## src/rtl/regfile_wb_scheduler.sv

```systemverilog
// Write-back scheduler: arbitrates the single register-file write port between
// the ALU path and a load-return FIFO, tracks pending loads and stalls decode.
module regfile_wb_scheduler #(
  parameter int unsigned DEPTH        = 2,
  parameter int unsigned STARVE_LIMIT = 4
) (
  input  logic        clock,
  input  logic        reset,
  input  logic        alu_valid,
  input  logic [4:0]  alu_rd,
  input  logic [31:0] alu_data,
  output logic        alu_ready,
  input  logic        lsu_issue,
  input  logic [4:0]  lsu_issue_rd,
  input  logic        lsu_valid,
  input  logic [4:0]  lsu_rd,
  input  logic [31:0] lsu_data,
  output logic        lsu_ready,
  input  logic        dec_valid,
  input  logic [4:0]  dec_ra,
  input  logic [4:0]  dec_rb,
  input  logic [4:0]  dec_rd,
  output logic        stall,
  output logic [4:0]  wa,
  output logic [31:0] wda,
  output logic        reg_wr
);

  localparam int unsigned AW = $clog2(DEPTH);
  localparam int unsigned SW = $clog2(STARVE_LIMIT + 1);

  logic [4:0]    fifo_rd   [DEPTH];
  logic [31:0]   fifo_data [DEPTH];
  logic [AW-1:0] rd_ptr;
  logic [AW-1:0] wr_ptr;
  logic [AW:0]   count;
  logic [SW-1:0] starve_cnt;
  logic [31:1]   busy;
  logic          src_lsu;

  logic          fifo_nonempty;
  logic          force_head;
  logic          alu_grant;
  logic          pop;
  logic          push;
  logic [31:0]   busy_full;
  logic [31:0]   busy_nxt;

  always_comb begin
    fifo_nonempty = (count != '0);
    force_head    = (starve_cnt == SW'(STARVE_LIMIT)) && fifo_nonempty;
    alu_ready     = !force_head;
    lsu_ready     = (count < (AW+1)'(DEPTH));
    alu_grant     = alu_valid && !force_head;
    pop           = !alu_grant && fifo_nonempty;
    push          = lsu_valid && lsu_ready;
  end

  // Bit 0 of the full vector is tied low so x0 never reports busy.
  always_comb begin
    busy_full = {busy, 1'b0};
    stall     = dec_valid && (busy_full[dec_ra] || busy_full[dec_rb] || busy_full[dec_rd]);
  end

  // Clear from the committing load write first, then set, so set wins.
  always_comb begin
    busy_nxt = {busy, 1'b0};
    if (reg_wr && src_lsu)
      busy_nxt[wa] = 1'b0;
    if (lsu_issue && (lsu_issue_rd != '0))
      busy_nxt[lsu_issue_rd] = 1'b1;
  end

  always_ff @(posedge clock) begin
    if (push) begin
      fifo_rd[wr_ptr]   <= lsu_rd;
      fifo_data[wr_ptr] <= lsu_data;
    end
  end

  always_ff @(posedge clock) begin
    if (!reset) begin
      rd_ptr     <= '0;
      wr_ptr     <= '0;
      count      <= '0;
      starve_cnt <= '0;
      busy       <= '0;
      src_lsu    <= 1'b0;
      reg_wr     <= 1'b0;
      wa         <= '0;
      wda        <= '0;
    end else begin
      if (push)
        wr_ptr <= wr_ptr + 1'b1;
      if (pop)
        rd_ptr <= rd_ptr + 1'b1;
      count <= count + (AW+1)'(push) - (AW+1)'(pop);

      if (!fifo_nonempty || pop)
        starve_cnt <= '0;
      else if (starve_cnt != SW'(STARVE_LIMIT))
        starve_cnt <= starve_cnt + 1'b1;

      busy <= busy_nxt[31:1];

      reg_wr <= 1'b0;
      if (alu_grant) begin
        src_lsu <= 1'b0;
        if (alu_rd != '0) begin
          reg_wr <= 1'b1;
          wa     <= alu_rd;
          wda    <= alu_data;
        end
      end else if (pop) begin
        src_lsu <= 1'b1;
        if (fifo_rd[rd_ptr] != '0) begin
          reg_wr <= 1'b1;
          wa     <= fifo_rd[rd_ptr];
          wda    <= fifo_data[rd_ptr];
        end
      end
    end
  end

endmodule

```

## config.mk

```make
export PLATFORM = sky130hd
export DESIGN_NAME = regfile_wb_scheduler
export DESIGN_NICKNAME = d
export VERILOG_FILES = /design/src/rtl/regfile_wb_scheduler.sv
export SDC_FILE = /design/constraint.sdc
export NUM_CORES = 1
export LEC_CHECK = 0
export ABC_AREA = 1
export CELL_PAD_IN_SITES_DETAIL_PLACEMENT = 1
export CELL_PAD_IN_SITES_GLOBAL_PLACEMENT = 2
export CORE_UTILIZATION = 31
export CTS_BUF_LIST = sky130_fd_sc_hd__clkbuf_4
export CTS_CLUSTER_DIAMETER = 40
export DETAILED_ROUTE_END_ITERATION = 8
export GPL_TIMING_DRIVEN = 0
export PLACE_DENSITY = 0.82
export SETUP_SLACK_MARGIN = 0.5
export SYNTH_ARGS = -nofsm -noshare
export SYNTH_HDL_FRONTEND = slang
export SYNTH_SLANG_ARGS = --single-unit
```

## constraint.sdc

```tcl
create_clock -name clock -period 2.8 [get_ports clock]
set_input_delay 0.56 -clock clock [delete_from_list [all_inputs] [get_ports clock]]
set_output_delay 0.56 -clock clock [all_outputs]
set_load 0.005 [all_outputs]
```

== After elaboration in Yosys (flattened, before gate mapping) ==
Memories as Yosys holds them, arrays and structs flattened. A register that Yosys moved wholly into a read port is not among the register bits.
Cells that the tools add are included.

* Shifts and indexed selects: 0
* $add $sub $neg: 5
* $lt $le $gt $ge: 8
* Reductions and logical operators: 24
* Equality and inequality tests: 3
* Mux-type cells: 30
* Bitwise gates (word level): 4
* Divide/modulo/power cells: 0
* Multipliers: 0

{| class="wikitable"
|+ Operators by type and width
! kind !! number
|-
| two-way mux 32 bit || 6
|-
| AND 32 bit || 1
|-
| NOT 32 bit || 1
|-
| bitwise OR 32 bit || 1
|-
| < comparator 5 x 6 -> 1 bit (second input constant) || 5
|-
| two-way mux 5 bit || 4
|-
| binary-select mux 1 bit (select 5 bit) || 3
|-
| two-way mux 1 bit || 15
|-
| nonzero test 5 bit || 3
|-
| demux 1 bit (select 5 bit) || 2
|-
| greater-or-equal comparator 5 x 1 -> 1 bit (second input constant) || 2
|-
| logical AND 1 bit || 9
|-
| nonzero test 2 bit || 3
|-
| OR reduction 2 bit || 2
|-
| adder 3 x 1 -> 3 bit (second input constant) || 1
|-
| == test 3 bit (second input constant) || 1
|-
| zero test 1 bit || 3
|-
| logical OR 1 bit || 3
|-
| inequality test 3 bit (second input constant) || 1
|-
| AND reduction 3 bit || 1
|-
| adder 1 bit (second input constant) || 2
|-
| adder 2 x 1 -> 2 bit || 1
|-
| < comparator 2 bit (second input constant) || 1
|-
| inequality test 2 x 1 -> 1 bit (second input constant) || 1
|-
| 2 further kinds || 2
|}

* Memory bits (read-only): 0
* Bits in latches: 0
* Register bits: 77
* Output and inout port bits: 41
* Memories: 2
* RAM bits: 74

{| class="wikitable"
|+ Memory list
! memory !! depth !! width !! rd ports !! clocked after memory_dff !! wr ports !! line !! source
|-
| fifo_data || 2 || 32 || 1 || 1 || 1 || 33 || <nowiki>logic [31:0] fifo_data [DEPTH];</nowiki>
|-
| fifo_rd || 2 || 5 || 1 || 1 || 1 || 32 || <nowiki>logic [4:0] fifo_rd [DEPTH];</nowiki>
|}

== Depth between registers and ports, before layout ==
Gate-level depths: netlist (run 1).

* Depth in word-level cells: 9
* Mapped depth: 14

== Worst setup path after synthesis (run 1) ==
No wires, ideal clock.

* Kind: input port to flip-flop
* From: in lsu_valid
* To: mem fifo_data[1][0] (enable)
* Cell stages on the path: 2
* Arrival time: 2.234 ns
* Slack: 0.133 ns
* Path buffers: 0
* Setup time: 0.433 ns
* Cell sequence: nand2_1 nor2_1

* Word-level cells in the longest chain between the ends: 3

{| class="wikitable"
|+ Ends and longest elaborated chain
! element !! line !! source
|-
| start: declaration || 15 || <nowiki>input logic lsu_valid,</nowiki>
|-
| logical AND 1 bit || 56 || <nowiki>push = lsu_valid && lsu_ready;</nowiki>
|-
| two-way mux 1 bit || 75 || <nowiki>if (push) begin</nowiki>
|-
| two-way mux 1 bit (not written as such) || 77 || <nowiki>fifo_data[wr_ptr] <= lsu_data;</nowiki>
|-
| end: declaration || 33 ||
|}

Every way passes these cells.

== Final worst setup path (run 1) ==
* From: in dec_rd[1]
* To: out stall

* Word-level cells in the longest chain between the ends: 4

{| class="wikitable"
|+ Ends and longest elaborated chain
! element !! line !! source
|-
| start: declaration || 22 || <nowiki>input logic [4:0] dec_rd,</nowiki>
|-
| binary-select mux 1 bit (select 5 bit) || 62 || <nowiki>stall = dec_valid && (busy_full[dec_ra] || busy_full[dec_rb] || busy_full[dec_rd]);</nowiki>
|-
| two-way mux 1 bit (not written as such) || 62 ||
|-
| logical OR 1 bit || 62 ||
|-
| logical AND 1 bit || 62 ||
|-
| end: declaration || 23 || <nowiki>output logic stall,</nowiki>
|}

Every way passes these cells. The select of a mux whose other input is x is not followed.

==> results of run 1 <==
-- cells by family after synthesis --
logic type | Yosys count | synth area share [%]
simple gates | 465 | 26.9
compound gates | 159 | 12.4
flops | 152 | 52.9
buf+inv | 109 | 6.70
fa+ha+maj | 4 | 0.700
xor+xnor | 2 | 0.245
mux | 1 | 0.140
-- area by class of cell --
class / count / area, sq um / share of cell area, %
Clock buffer: 18 / 135 / 1.43
Multi-Input combinational cell: 631 / 3030 / 32.1
Tap cell: 285 / 357 / 3.78
Inverter: 68 / 263 / 2.79
Clock inverter: 14 / 114 / 1.21
Sequential cell: 152 / 3860 / 41.0
Timing Repair Buffer: 141 / 1420 / 15.0
Buffer: 41 / 245 / 2.60
-- state kept, by name (all words and copies together), names as in the netlist, named ones only --
name / count
wr_ptr: 1
wda: 32
starve_cnt: 3
fifo_rd: 10
src_lsu: 1
fifo_data: 64
busy: 31
rd_ptr: 1
wa: 5
count: 2
reg_wr: 1
-- power breakdown --
group	total, mW	internal (mW)	switching [mW]
Clock	1.25	0.383	0.871
Sequential	2.81	2.66	0.151
Combinational	1.68	0.724	0.959
-- layer usage --
layer	vias to the layer above	global-route usage [%]	part of all wire [%]
met5	-	0	0
met4	0	6.19	1.7
met3	26	4.62	5.6
met2	159	35.0	46
met1	3129	28.1	47
li1	3277	-	-
-- worst max path at each step --
stage / to / slack (ns) / cells past startpoint
3_5_place_dp: stall / -0.15 / 12
4_1_cts: stall / 0.29 / 10
2_1_floorplan: stall / 0.64 / 12
3_3_place_gp: fifo_data[1][26] / -0.56 / 3
6_report: stall / 0.42 / 12
5_1_grt: stall / 0.30 / 12
-- what timing repair did --
action	4_1_cts	5_1_grt
setup buffers	3	2
setup endpoints to repair	2	4
endpoints found under the hold margin	0	0
pin swaps	3	28
gates resized for setup	38	77
-- cell usage in the layout (no fill, tap or decap), types with 4 or more instances in the layout --
cell type / instances
clkbuf_1: 14
dfxtp_4: 16
nor2_1: 73
buf_2: 10
buf_4: 10
nand3_2: 14
clkbuf_2: 4
nor3_1: 13
a21oi_1: 66
edfxtp_1: 74
buf_6: 7
nand2_4: 4
nand2_1: 256
nand2_2: 14
dfxtp_2: 16
inv_2: 9
dfxtp_1: 46
a21o_1: 25
o21ai_0: 64
inv_1: 55
nand3_1: 84
clkdlybuf4s50_1: 129
nor2_4: 4
inv_6: 7
clkbuf_4: 20
==> impl_metrics.tcl, run 1 <==
set metrics [dict create \
    rows 55 \
    grt_pass1_wl_mm 38.2 \
    whs_endpoint "rd_ptr" \
    drt_iter0_drc 297 \
    place_area_sq_um 8910 \
    maxSlewViolCount 0 \
    cts_max_path_buffers 2 \
    synth_top_area_share_pct 31.1 \
    post-route-min-period_ns 2.38 \
    overflow 0 \
    drt_wl_total_mm 24.4 \
    async_flop_share_pct 0 \
    status "completed" \
    critPathMaxStageDelay_ns 0.23 \
    tritoncts.num_buffers 17 \
    r2r-end "count[1]" \
    rrSetupSlack_ns 0.75 \
    ys_seq_area_share_pct 52.9 \
    track_usage_pct 21.3 \
    synth-edff-count 74 \
    dr.pass1.iters 5 \
    coreArea_sq_um 22600 \
    crit_type "in2out" \
    synth.most_common_cell "nand2_1" \
    synth_area_leaders "edfxtp_1 (31%), dfxtp_1 (22%), nand2_1 (14%), nand3_1 (6.9%), a21oi_1 (4.6%)" \
    final_util_pct 41.6 \
    drive_gt1_share_pct 14.4 \
    synthCells 892 \
    hold_path.class "reg2reg" \
    root_buffer "clkbuf_4" \
    cts.reportedPaths.clkPinSlew_ns 0.13 \
    fin_skew_ns 0.0156 \
    cts_sinks 152 \
    grt_pass1_vias 6884 \
    synth_top_area_cell "edfxtp_1" \
    n_antenna_cell 0 \
    crit_path_end_kind "output port" \
    synth.distinct_cells 30 \
    max_freq_mhz 419 \
    syn_area_sq_um 7150 \
    dr_total_vias 6591 \
    areaGrowthSynthToFinish_pct 31.7 \
    initial_utilization_pct 31.6 \
    io_pins 141 \
    worst_pin_slew_ns 1.43 \
    antenna_found_initial 0 \
    cts_tree "built" \
    antenna_left 0 \
    hpwl_mm 17.9 \
    hold_viol 0 \
    layout.cells.non_filler 1350 \
    synthTopCellsByCount "nand2_1 (270), nand3_1 (98), dfxtp_1 (78)" \
    vias_per_cell 4.88 \
    setup_slack_ns 0.416 \
    ys.flop_type "dfxtp_1" \
    critical_path.most_common_cell "nand2_2" \
    avgRoutedWirePerCell_um 18.1 \
    finalSetupTns_ns 0 \
    hold_start "rd_ptr" \
    fillers 2712 \
    place_congestion 0.836 \
    worst-path-buf-inv 4 \
    worstPathMaxFanout 9 \
    finalCritPeriodShare_pct 85.2 \
    grt_max_degree 29 \
    dp.cells 1313 \
    final_cell_area_sq_um 9420 \
    p_total_mw 5.75 \
    dieWidth_um 154 \
    cp-startpoint "dec_rd[1]" \
    fp.dieH_um 154 \
    maxSlewHeadroom_pct 3.98 \
    cellLeakagePower_nw 3.79 \
    synth-warning-count 0 \
    clock_latency_ns 0.57 \
    reg2reg_from "starve_cnt[0]" \
    h-tree-depth 4 \
    post-route-drc-count 0 \
    powerDensity_nw_per_um2 610 \
    cp_top_family "buffers and inverters" \
    pre_cts_slack_ns -0.152 \
    crit_slowest_cell "clkbuf_2" \
    ir_drop_mv 0.268 \
    r2r_cells 14 \
    cts-hold-fix-buffers 0 \
    crit_arrival_ns 1.82 \
    crit_required_ns 2.24 \
    whs_ns 0.479 \
    numPortBuffers 134 \
    cp-start-kind "primary input" \
    cap_violations 0 \
    synth_fp_nets 996 \
    syn_avg_cell_area_sq_um 8.02 \
    cp_cell_sequence "clkbuf_2 -> inv_1 -> nand3_1 -> nand3_1 -> nand2_2 -> nand2_2 -> nand2_2 -> nand2_2 -> nand2_1 -> inv_1 -> a21oi_1 -> buf_2" \
    ys_seq_elements 152 \
    setup_viol 0 \
    whs_path_depth 1 \
    layout.nets 1156 \
    rsz0062_at_grt "true" \
    dieArea_sq_um 23700 \
]
Power figures use the tool's default switching activity.
==> run 2: changes to the inputs <==
--- a/config.mk
+++ b/config.mk
@@ -8,12 +8,12 @@
 export ABC_AREA = 1
 export CELL_PAD_IN_SITES_DETAIL_PLACEMENT = 1
 export CELL_PAD_IN_SITES_GLOBAL_PLACEMENT = 2
-export CORE_UTILIZATION = 31
+export CORE_UTILIZATION = 33
 export CTS_BUF_LIST = sky130_fd_sc_hd__clkbuf_4
 export CTS_CLUSTER_DIAMETER = 40
 export DETAILED_ROUTE_END_ITERATION = 8
 export GPL_TIMING_DRIVEN = 0
-export PLACE_DENSITY = 0.82
+export PLACE_DENSITY = 0.87
 export SETUP_SLACK_MARGIN = 0.5
 export SYNTH_ARGS = -nofsm -noshare
 export SYNTH_HDL_FRONTEND = slang
==> constraint.sdc (replaced) <==
create_clock -name clock -period 3.05 [get_ports clock]
set_input_delay 0.61 -clock clock [delete_from_list [all_inputs] [get_ports clock]]
set_output_delay 0.61 -clock clock [all_outputs]
set_load 0.005 [all_outputs]
==> run 2 against run 1 <==
Worst setup slack gained 0.21 ns. Total power shrank 3.4%. Clock power grew 14%. Non-clock buffer count is the same. Critical endpoint unchanged. Largest power group unchanged. Highest routed layer is now met5.
==> impl_metrics.tcl, run 2 (synthesized netlist as in run 1, its figures left out) <==
set metrics [dict create \
    status "completed" \
    areaGrowthSynthToFinish_pct 32.6 \
    crit_path_end_kind "output port" \
    top_layer "met5" \
    hold_start "rd_ptr" \
    antenna_found_initial 1 \
    worst_pin_slew_ns 1.22 \
    layout.nets 1156 \
    largest_register_ffs 64 \
    whs_path_depth 1 \
    h-tree-depth 4 \
    fillers 2557 \
    post-route-drc-count 0 \
    reg_top3 "fifo_data (64), wda (32), busy (31)" \
    cts_tree "built" \
    cts_max_path_buffers 2 \
    drt_wl_total_mm 24.1 \
    crit_type "in2out" \
    tritoncts.num_buffers 17 \
    cellLeakagePower_nw 3.78 \
    drt-met1-wl_mm 11.0 \
    critPathMaxStageDelay_ns 0.24 \
    pre_cts_slack_ns -0.0626 \
    final_cell_mix "nand2_1 (265), clkdlybuf4s50_1 (129), nand3_1 (89)" \
    coreArea_sq_um 21200 \
    final_cell_area_sq_um 9490 \
    cts_sinks 152 \
    setup_slack_ns 0.623 \
    place_congestion 0.858 \
    top_register "fifo_data" \
    worstPathMaxFanout 10 \
    powerDensity_nw_per_um2 586 \
    hpwl_mm 17.7 \
    dr_total_vias 6610 \
    setup_viol 0 \
    crit_slowest_cell "buf_2" \
    route.met3.wl_mm 1.38 \
    track_usage_pct 22.4 \
    dieWidth_um 149 \
    finalSetupTns_ns 0 \
    ir_drop_mv 0.399 \
    r2r_cells 14 \
    fin_skew_ns 0.0213 \
    post-route-min-period_ns 2.43 \
    crit_required_ns 2.44 \
    numPortBuffers 134 \
    root_buffer "clkbuf_4" \
    finalCritPeriodShare_pct 79.6 \
    drive_gt1_share_pct 12.9 \
    cp_cell_sequence "clkbuf_4 -> buf_2 -> nand2_1 -> nand3_1 -> nand3_1 -> nand3_2 -> nand2_1 -> nand2_1 -> nand2_2 -> nor2_4 -> a21oi_2 -> buf_2" \
    final_common_cell "nand2_1" \
    overflow 0 \
    antenna_left 0 \
    regArea_sq_um 3870 \
    critical_path.most_common_cell "nand2_1" \
    max_freq_mhz 412 \
    io_pins 141 \
    dr.pass1.iters 4 \
    hold_path.class "reg2reg" \
    initial_utilization_pct 33.8 \
    multi_input_area_sq_um 2980 \
    cap_violations 0 \
    reg2reg_from "starve_cnt[0]" \
    n_antenna_cell 0 \
    rows 53 \
    rsz0062_at_grt "false" \
    dieArea_sq_um 22300 \
    place_area_sq_um 8890 \
    maxSlewHeadroom_pct 18.1 \
    wl_met2_mm 11.3 \
    cp-start-kind "primary input" \
    final_util_pct 44.8 \
    maxSlewViolCount 0 \
    crit_arrival_ns 1.82 \
    grt_max_degree 30 \
    cts-hold-fix-buffers 0 \
    vias_per_cell 4.93 \
    r2r-end "count[1]" \
    grt_pass1_wl_mm 37.3 \
    grt_pass1_vias 6642 \
    avgRoutedWirePerCell_um 18.0 \
    fp.dieH_um 149 \
    hold_viol 0 \
    p_total_mw 5.56 \
    drt_iter0_drc 393 \
    rrSetupSlack_ns 0.97 \
    cts.reportedPaths.clkPinSlew_ns 0.12 \
    clock_latency_ns 0.56 \
]
-- run 2: changes by cell type in the layout (fill, tap and decap cells not counted), moves of 3 or more --
cell       delta
nand3_2       -5
nand2_2       -7
nand3_1       +5
clkbuf_2      -3
dfxtp_2       -4
nand2_1       +9
bufinv_16     +4
buf_4         -3
buf_6         +3
-- run 2: critical path, delay by kind of cell --
family | cells | cell delay [ns]
AOI/OAI and AO/OA | 1 | 0.05
buffers and inverters | 3 | 0.53
and+or+nand+nor | 8 | 0.62
-- run 2: repair_timing --
| action | 4_1_cts | 5_1_grt |
|---|---|---|
| endpoints found under the setup margin | 2 | 1 |
| pin swaps | 2 | 22 |
| resized for setup | 59 | 52 |
| setup buffers | 2 | 3 |
-- run 2: how the worst max path moves through the flow --
stage,from,to,slack (ns)
6_report,dec_rb[0],stall,0.62
2_1_floorplan,dec_rd[0],stall,0.79
3_3_place_gp,lsu_valid,fifo_data[1][26],-0.31
4_1_cts,busy[12],stall,0.53
5_1_grt,busy[31],stall,0.50
3_5_place_dp,dec_ra[1],stall,-0.06
-- run 2: final cells by class --
class                           instances  area share, %
Clock inverter                         14           2.04
Inverter                               68           2.90
Clock buffer                           18           1.42
Buffer                                 41           2.78
Multi-Input combinational cell        631           31.4
Sequential cell                       152           40.8
Tap cell                              275           3.63
Timing Repair Buffer                  141           15.0
-- run 2: metal layers --
| layer | vias up | GRT usage, % |
|---|---|---|
| met5 | - | 0 |
| met4 | 2 | 6.02 |
| met3 | 25 | 5.66 |
| met2 | 148 | 36.0 |
| met1 | 3148 | 29.9 |
| li1 | 3287 | - |
-- run 2: metrics by stage --
stage | instances | hold slack [ns]
2_1_floorplan | 892 | 0.426
3_3_place_gp | 1301 | 0.438
3_5_place_dp | 1303 | 0.452
4_1_cts | 1337 | 0.471
5_1_grt | 1340 | 0.511
6_report | 1340 | 0.475
-- run 2: power breakdown --
group          internal [mW]  total, mW  switching (mW)
logic                  0.665       1.55           0.882
clock network          0.665       1.43           0.764
registers               2.44       2.58           0.139
total                   3.77       5.56            1.79
